[src/rtl/scan_decoder_pkg.sv]
// scan_decoder_pkg: state encoding and default index width shared by scan_decoder files.
package scan_decoder_pkg;
   typedef enum logic [1:0] {IDLE, DECODE, SCAN} state_t;
   localparam int SEL_W_DEF = 2;
endpackage

[src/rtl/scan_decoder_onehot_dec.sv]
// onehot_dec: combinational active-low one-hot decoder; all ones when disabled.
module onehot_dec #(
   parameter int SEL_W = 2
) (
   input  logic                  en,
   input  logic [SEL_W-1:0]      index,
   output logic [2**SEL_W-1:0]   y_n
);
   localparam int OUT_W = 2**SEL_W;
   assign y_n = en ? ~(OUT_W'(1) << index) : '1;
endmodule

[src/rtl/scan_decoder.sv]
// scan_decoder: registered direct/auto-scan one-hot-low decoder.
// Define SCAN_DECODER_BLANK_EN for one all-ones blank cycle on every scan index change.
module scan_decoder
   import scan_decoder_pkg::*;
#(
   parameter int SEL_W = SEL_W_DEF
) (
   input  logic                  clk,
   input  logic                  rst_n,
   input  logic                  G_n,
   input  logic                  mode,
   input  logic [SEL_W-1:0]      sel,
   input  logic                  load,
   input  logic                  tick,
   output logic [2**SEL_W-1:0]   Y_n,
   output logic [SEL_W-1:0]      idx,
   output logic                  wrap
);
   localparam int OUT_W = 2**SEL_W;
   localparam logic [SEL_W-1:0] LAST = SEL_W'(OUT_W - 1);
   state_t state, nxt;
   logic [SEL_W-1:0] idx_d;
   logic [OUT_W-1:0] dec_n;
   logic wrap_d, step, en, blank, blank_d;
   // outputs are decoded from the next state so they land on the same edge as idx
   always_comb begin
      nxt = G_n ? IDLE : (mode ? SCAN : DECODE);
      step = nxt == SCAN && !load && tick && !(state == SCAN && blank);
      idx_d = (nxt == DECODE || (nxt == SCAN && load)) ? sel : (step ? SEL_W'(idx + 1'b1) : idx);
      wrap_d = step && idx == LAST;
      en = nxt != IDLE && !blank_d;
   end
`ifdef SCAN_DECODER_BLANK_EN
   assign blank_d = nxt == SCAN && (load || step);
   always_ff @(posedge clk or negedge rst_n)
      if (!rst_n) blank <= 1'b0;
      else blank <= blank_d;
`else
   assign blank_d = 1'b0;
   assign blank = 1'b0;
`endif
   onehot_dec #(.SEL_W(SEL_W)) u_dec (.en(en), .index(idx_d), .y_n(dec_n));
   always_ff @(posedge clk or negedge rst_n)
      if (!rst_n) begin
         state <= IDLE;
         idx <= '0;
         wrap <= 1'b0;
         Y_n <= '1;
      end else begin
         state <= nxt;
         idx <= idx_d;
         wrap <= wrap_d;
         Y_n <= dec_n;
      end
endmodule

[config.mk]
export PLATFORM = sky130hd
export DESIGN_NAME = scan_decoder
export DESIGN_NICKNAME = d
export VERILOG_FILES = /design/src/rtl/scan_decoder_pkg.sv /design/src/rtl/scan_decoder_onehot_dec.sv /design/src/rtl/scan_decoder.sv
export SDC_FILE = /design/constraint.sdc
export NUM_CORES = 1
export LEC_CHECK = 0
export ABC_AREA = 1
export BUFFER_PORTS_ARGS = -buffer_cell sky130_fd_sc_hd__buf_2
export CAP_MARGIN = 20
export CORE_AREA = 2 2 39 41
export CTS_BUF_LIST = sky130_fd_sc_hd__clkbuf_4
export DETAILED_ROUTE_END_ITERATION = 10
export DIE_AREA = 0 0 41 43
export PLACE_DENSITY = 0.48
export RECOVER_POWER = 25
export SYNTH_ARGS = -nofsm -noshare
export SYNTH_HDL_FRONTEND = slang
export SYNTH_SLANG_ARGS = --single-unit
[constraint.sdc]
create_clock -name clk -period 1.9 [get_ports clk]
set_input_delay 0.38 -clock clk [delete_from_list [all_inputs] [get_ports clk]]
set_output_delay 0.38 -clock clk [all_outputs]
set_load 0.1 [all_outputs]
==> flow_summary.ini, run 1 <==
[setup_path]
slowest_delay_ns = 0.51
crit_chain = buf_2
reg2reg_to = Y_n[0]
reg2reg_slack_ns = 0.74
end_kind = output port
crit_family = flip-flops
crit_start = Y_n[3]
crit_path_end = Y_n[3]
arrival_ns = 1.17
cp-start-kind = register
crit-reg2reg-launch = idx[0]
crit_slowest_cell = dfstp_2
required_ns = 1.52
crit_cells = 1
path_buf_inv = 1
criticalPathCategory = register to output port
r2r_cells = 5
path_max_fanout = 1

[sta]
rsz0062_at_grt = no
timing.fmax_mhz = 647
finalClockSkew_ns = 0.00472
worstMarginPinSlew_ns = 0.486
post-route-period-util_pct = 81.4
final.min_clock_period_ns = 1.55
hold_viol = 0
finalSetupViolCount = 0
whs_ns = 0.393
setup_tns_ns = 0
maxSlewHeadroom_pct = 67.8
final_max_slew_viol_count = 0

[clock_network]
cts_buffers = 3
insertion_delay_ns = 0.24
cts_buffer_depth = 2
htreeDepth = 1
cts_setup_buffers = 0
tritoncts = yes
clkTransAtPathRegs_ns = 0.05
cts_resized = 0
clk_root_buffer_cell = clkbuf_4
clock_sinks = 7
hold_buffers = 1

[power]
peakVddDrop_mv = 0.238
switching_power_mw = 0.190
switching_share_pct = 39.6
p_clk_share_pct = 30.4
p_per_area_mw_per_mm2 = 1070
power.internal_mw = 0.290
leakage_nw = 0.234
seq_power_share_pct = 36.2
power_frac_comb_pct = 33.4

[final_layout]
drive_gt1_share_pct = 45.5
syn2layout_area_growth_pct = 40.4
final_nets = 65
multi_input_area_um2 = 124
diodes = 0
register_area_um2 = 180
fill_cells = 154

[yosys]
syn_area_per_cell_um2 = 8.86
synth_warnings = 0
yosysTopAreaCellShare_pct = 32.9
seq_area_frac_synth_pct = 56.5
synth.area.top_cells = dfstp_2 (33%), dfrtp_1 (24%), nand2_1 (16%), ha_1 (3.9%), nand2_4 (3.5%)
synth_fp_nets = 45
ys_ff_latch = 7
syn-instance-count = 36
synth_top_area_cell = dfstp_2
syn_area_um2 = 319
ys_types = 13

[floorplan]
die_h_um = 43
design.die.area_mm2 = 0.00176
start_util_pct = 23.1
core_mm2 = 0.00138
die_x_um = 41
core.rowCount = 14
ios = 15

[route]
drc = 0
wire_per_inst_um = 9.32
viasPerCell = 4.14
drtPass1Iterations = 3
final_antenna_net_count = 0
wl_um = 662
route.vias.total = 294
dr.first_iter.drc_count = 6

[grt]
grt_pass1_vias = 292
gr-max-usage-layer = met2
grt_max_degree = 8
grt_pass1_wl_um = 1100
antenna_found_initial = 0
gr-usage-met3_pct = 3.14
grt_util_met2_pct = 13.1
use_met1_pct = 11.7
grt_usage_pct = 9.07
gr-total-overflow = 0

[hold_path]
min_path_type = primary input to register

[placement]
port_buffers = 14
post-dp-hpwl_um = 553
place.gp.congestion = 0.733

[job]
drv_cap = 0

[outcome]
status = finished, final reports clean
[cell usage in the layout, fill, tap and decap left out, drive strengths merged]
cell type,count
nand2,15
buf,13
clkbuf,5
dfstp,4
inv,4
nor2,3
dfrtp,3
nand3,2
a21oi,2
o21ai,1
nor3b,1
ha,1
dlygate4sd3,1
[worst min-delay path by stage]
stage                     startpoint  slack (ns)      to  depth (start not counted)
final                            G_n        0.39  Y_n[3]                          3
after global routing             G_n        0.41  Y_n[1]                          3
after CTS                        G_n        0.39  Y_n[3]                          3
after detailed placement       rst_n        0.22    wrap                          1
after global placement         rst_n        0.22    wrap                          1
after floorplan                rst_n        0.08  idx[0]                          0
[cell usage after synthesis]
| master | count |
|---|---|
| a21oi_1 | 1 |
| ha_1 | 1 |
| inv_2 | 2 |
| dfrtp_1 | 3 |
| nor3b_1 | 1 |
| nand2_4 | 1 |
| dfstp_2 | 4 |
| o21ai_0 | 1 |
| a21oi_2 | 1 |
| nand3_1 | 2 |
| inv_1 | 2 |
| nand2_1 | 14 |
| nor2_1 | 3 |
[metrics by stage]
step	instances	cell area, µm²	util, %	worst slack (ns)	total power [mW]
after detailed placement	66	409	29.6	0.612	0.336
after CTS	71	449	32.5	0.344	0.487
after global placement	66	409	29.6	0.613	0.335
after global routing	71	448	32.4	0.308	0.512
after floorplan	36	319	-	0.230	0.306
final	71	448	32.4	0.354	0.480
[flip-flops by register name, summed over array words and instances, names as in the netlist]
register / cells
Y_n: 4
idx: 2
wrap: 1
[power groups by stage]
stage          clock network (mW)  registers (mW)  logic (mW)
2_1_floorplan                   0           0.272      0.0337
3_3_place_gp                    0           0.176       0.159
3_5_place_dp                    0           0.176       0.160
4_1_cts                     0.151           0.174       0.162
5_1_grt                     0.164           0.176       0.172
6_report                    0.146           0.174       0.160
[kinds of logic (layout without fill, tap and decap cells)]
family                   count (synthesis)  count (layout)  share of synthesized area (%)
flip-flops                               7               7                           56.5
buffers and inverters                    4              23                           4.71
AND/OR/NAND/NOR                         21              21                           29.0
adder cells (fa/ha/maj)                  1               1                           3.92
AO/OA/AOI/OAI                            3               3                           5.88
[routing by layer]
metal / wire, µm / vias up / share of wire, %
met1: 296 / 135 / 45
met4: 0 / 0 / 0
met2: 314 / 7 / 47
met3: 50 / 0 / 7.6
li1: - / 152 / -
met5: 0 / - / 0
[area by class of cell]
cell class | instances | area share (%)
flip-flops and latches | 7 | 40.2
multi-input cells | 25 | 27.7
repair buffers | 15 | 17.6
clock buffers | 4 | 6.70
well taps | 16 | 4.47
inverters | 4 | 3.35
Power figures use the tool's default switching activity.
==> run 2: changes to the inputs <==
- clock period: 1.9 -> 1.5 ns (I/O delays scaled with it)
==> flow_summary.ini, run 2 (same netlist as run 1, synthesis figures left out) <==
[floorplan]
die_x_um = 41
design.die.area_mm2 = 0.00176
core.rowCount = 14
die_h_um = 43
ios = 15
start_util_pct = 23.1
core_mm2 = 0.00138

[grt]
grt_pass1_vias = 234
gr-total-overflow = 0
antenna_found_initial = 0
grt_usage_pct = 9.39
grt_max_degree = 8
grt_pass1_wl_um = 1030

[placement]
port_buffers = 14
post-place-ws_ns = 0.358
place.gp.congestion = 0.833
place_inst = 66

[route]
final_antenna_net_count = 0
dr.first_iter.drc_count = 4
wl_um = 632
drtPass1Iterations = 2
drc = 0
wire_per_inst_um = 8.90
viasPerCell = 4.03
route.vias.total = 286

[clock_network]
clock_sinks = 7
cts_resized = 0
insertion_delay_ns = 0.25
htreeDepth = 1
cts_buffer_depth = 2
clkTransAtPathRegs_ns = 0.06
clk_root_buffer_cell = clkbuf_4
cts_buffers = 3
tritoncts = yes

[final_layout]
final_cells = 71
diodes = 0
final_common_cell = nand2_1
drive_gt1_share_pct = 49.1
top_regs = Y_n (4), idx (2), wrap (1)
largest_register = Y_n
fin_util_pct = 36.9
layout_common_cells = nand2_1 (14), buf_2 (9), dfstp_2 (4), clkbuf_4 (4), buf_12 (4)
syn2layout_area_growth_pct = 60.0
fill_cells = 141
final_nets = 65
largest_reg_flops = 4

[sta]
final.min_clock_period_ns = 1.36
rsz0062_at_grt = no
whs_ns = 0.303
hold_viol = 0
final_max_slew_viol_count = 0
setup_tns_ns = 0
setup_slack_ns = 0.141
post-route-period-util_pct = 90.6
finalClockSkew_ns = 0.00843
maxSlewHeadroom_pct = 67.9
worstMarginPinSlew_ns = 0.485
finalSetupViolCount = 0
timing.fmax_mhz = 736

[setup_path]
path_buf_inv = 1
criticalPathCategory = register to output port
crit_family = buffers and inverters
path_max_fanout = 4
cp-start-kind = register
crit_chain = buf_2
crit_slowest_cell = buf_2
arrival_ns = 1.06
end_kind = output port
required_ns = 1.20
slowest_delay_ns = 0.43

[job]
drv_cap = 0

[power]
leakage_nw = 0.262
p_per_area_mw_per_mm2 = 1270
peakVddDrop_mv = 0.386

[hold_path]
min_path_type = primary input to register

[outcome]
status = finished, final reports clean
==> run 2: cell counts in the layout (fill, tap and decap cells not counted) <==
No cell type changed its count.
==> run 2: worst register-to-register path, stage by stage (launching register included) <==
cell and delay (ns):
dfrtp_2 0.42, ha_1 0.29, nand2_1 0.10, nand2_1 0.06, o21ai_0 0.10, nand2_1 0.09
==> run 2: what timing repair did <==
action                    CTS  global route
hold endpoints to repair    3             0
setup buffers               0             0
hold buffers                1             0
==> run 2: cell type report <==
type	count	area (µm²)	area share (%)
inverter	4	15.0	2.94
sequential	7	183	35.8
multi-input combinational	25	124	24.3
clock buffer	4	30.0	5.88
tap	16	20.0	3.92
timing repair buffer	15	139	27.2
==> run 2: path summary, 6_finish.rpt <==
check                        from     end  slack (ns)  cells after the start
max                        idx[0]  idx[0]        0.14                      1
min                           G_n  Y_n[1]        0.30                      3
max reg2reg                idx[0]  Y_n[0]        0.36                      5
min reg2reg                idx[0]  idx[0]        0.67                      4
max in group asynchronous   rst_n  Y_n[2]        0.69                      2
min in group asynchronous   rst_n    wrap        0.48                      2
==> run 2: stage by stage <==
stage                     instance area [µm²]  total power, mW
after CTS                                 512            0.657
final                                     510            0.647
after detailed placement                  472            0.461
after global routing                      510            0.683
after global placement                    472            0.459
after floorplan                           322            0.389
==> run 2: per-layer routing <==
metal | part of all wire (%) | GRT usage [%] | vias to the layer above
li1 | - | - | 151
met1 | 47 | 13.1 | 122
met2 | 43 | 10.0 | 11
met3 | 8.7 | 4.71 | 2
met4 | 0.95 | 8.00 | 0
met5 | 0 | 0 | -
==> run 2: power breakdown <==
group          total, mW  switching (mW)  internal [mW]  leakage [nW]
sequential         0.226          0.0131          0.213        0.0778
clock              0.189          0.0697          0.120        0.0184
combinational      0.232           0.167         0.0643         0.166
total              0.647           0.250          0.397         0.262
==> run 3: changes to the inputs <==
- ABC_AREA: 1 -> not set
- ABC_CLOCK_PERIOD_IN_PS: not set -> 1500
- PLACE_DENSITY: 0.48 -> 0.52
==> flow_summary.ini, run 3 <==
[outcome]
status = finished, final reports clean

[clock_network]
cts_setup_buffers = 0
tritoncts = yes
cts_buffer_depth = 2
insertion_delay_ns = 0.24
cts_buffers = 3
clock_sinks = 7
htreeDepth = 1
clk_root_buffer_cell = clkbuf_4
clkTransAtPathRegs_ns = 0.05
cts_resized = 0

[yosys]
synth_top_area_cell = dfstp_2
synth_ff_type = dfstp_2
yosys-top-cells-count = dfstp_2 (4), dfrtp_1 (3)
yosysTopAreaCellShare_pct = 28.4
syn_area_um2 = 370
syn-instance-count = 31
seq_area_frac_synth_pct = 48.6
syn_area_per_cell_um2 = 11.9
async_flop_share_pct = 100
ys_ff_latch = 7
synth.area.top_cells = dfstp_2 (28%), dfrtp_1 (20%), mux2_2 (6.1%), a211o_1 (4.7%), nand4b_1 (4.7%)
ys_types = 22
synth_fp_nets = 40
synth_edf_count = 0
synth_warnings = 0
yosysMostFrequentCell = dfstp_2

[sta]
final_max_slew_viol_count = 0
finalSetupViolCount = 0
rsz0062_at_grt = no
final.min_clock_period_ns = 1.42
timing.fmax_mhz = 703
setup_tns_ns = 0
maxSlewHeadroom_pct = 67.9
finalClockSkew_ns = 0.00152
hold_viol = 0
worstMarginPinSlew_ns = 0.485
post-route-period-util_pct = 94.8
whs_ns = 0.331

[placement]
place_area_um2 = 533
port_buffers = 14
place_inst = 59
post-dp-hpwl_um = 527
place.gp.congestion = 0.735

[setup_path]
cp-start-kind = register
arrival_ns = 1.12
crit_cells = 1
crit_chain = buf_2
criticalPathCategory = register to output port
slowest_delay_ns = 0.44
crit_family = flip-flops
r2r_cells = 4
path_buf_inv = 1
path_max_fanout = 5
end_kind = output port
crit_slowest_cell = dfrtp_4
required_ns = 1.20

[hold_path]
min_path_type = primary input to register
holdPathStages = 3

[route]
drtPass1Iterations = 2
wire_per_inst_um = 10.4
route.vias.total = 303
final_antenna_net_count = 0
dr.first_iter.drc_count = 5
drc = 0
viasPerCell = 4.73
wl_um = 664

[floorplan]
ios = 15
core_mm2 = 0.00138
core.rowCount = 14
die_h_um = 43
design.die.area_mm2 = 0.00176
start_util_pct = 26.8
die_x_um = 41

[final_layout]
largest_register = Y_n
largest_reg_flops = 4
diodes = 0
fin_area_um2 = 572
final_nets = 58
drive_gt1_share_pct = 64.6
final_common_cell = buf_2
fin_util_pct = 41.3
final_cells = 64
top_regs = Y_n (4), idx (2), wrap (1)
syn2layout_area_growth_pct = 54.4
layout_common_cells = buf_2 (9), dfstp_2 (4), clkbuf_4 (4), buf_12 (4)

[grt]
antenna_found_initial = 0
gr-usage-met3_pct = 3.14
grt_usage_pct = 9.40
grt_util_met2_pct = 12.5
gr-max-usage-layer = met2
use_met1_pct = 11.5
grt_pass1_vias = 254
grt_max_degree = 11
grt_pass1_wl_um = 1070
gr-total-overflow = 0

[power]
p_per_area_mw_per_mm2 = 1120
leakage_nw = 0.245
peakVddDrop_mv = 0.303

[job]
drv_cap = 0
==> run 3: stage by stage <==
step	setup slack (ns)	power, mW
5_1_grt	0.0435	0.668
4_1_cts	0.0662	0.647
6_report	0.0776	0.639
3_5_place_dp	0.111	0.459
3_3_place_gp	0.100	0.459
2_1_floorplan	0.00835	0.398
==> run 3: area by class of cell <==
cell class / instances / area [µm²]
Fill cell: 136 / 812
Multi-Input combinational cell: 21 / 191
Sequential cell: 7 / 188
Timing Repair Buffer: 15 / 139
Clock buffer: 4 / 30.0
Tap cell: 16 / 20.0
Inverter: 1 / 3.75
==> run 3: path summary, 6_finish.rpt <==
check | startpoint | endpoint | slack, ns
setup / recovery | idx[0] | idx[0] | 0.08
max in group asynchronous | rst_n | Y_n[0] | 0.72
min in group asynchronous | rst_n | idx[0] | 0.47
hold reg to reg | idx[0] | idx[0] | 0.61
hold / removal | tick | wrap | 0.33
setup reg to reg | idx[1] | Y_n[0] | 0.11
==> run 3: cells by family (layout without fill, tap and decap cells) <==
group	Yosys count	after routing	share of synthesized area [%]
xor+xnor	1	1	2.37
compound gates	5	5	9.80
fa+ha+maj	1	1	3.38
buf+inv	3	20	5.40
flops	7	7	48.6
mux	3	3	8.78
simple gates	11	11	21.6
==> run 3: power breakdown <==
group,total (mW),switching (mW),leakage (nW),internal (mW)
registers,0.232,0.0180,0.0769,0.214
logic,0.223,0.149,0.149,0.0744
clock network,0.184,0.0649,0.0184,0.119
total,0.639,0.232,0.245,0.407
==> run 3: what timing repair did <==
action,CTS,global route
endpoints found under the setup margin,0,0
hold buffers,1,0
hold endpoints to repair,3,0
==> run 3: tightest hold or removal path, delay by kind of cell <==
family,cells,cell delay (ns)
buf+inv,1,0.13
simple gates,2,0.11
==> run 3: routing by layer <==
| layer | share of wire (%) | wire [µm] |
|---|---|---|
| met2 | 51 | 341 |
| met5 | 0 | 0 |
| met4 | 1.1 | 7 |
| met3 | 5.7 | 38 |
| met1 | 42 | 277 |
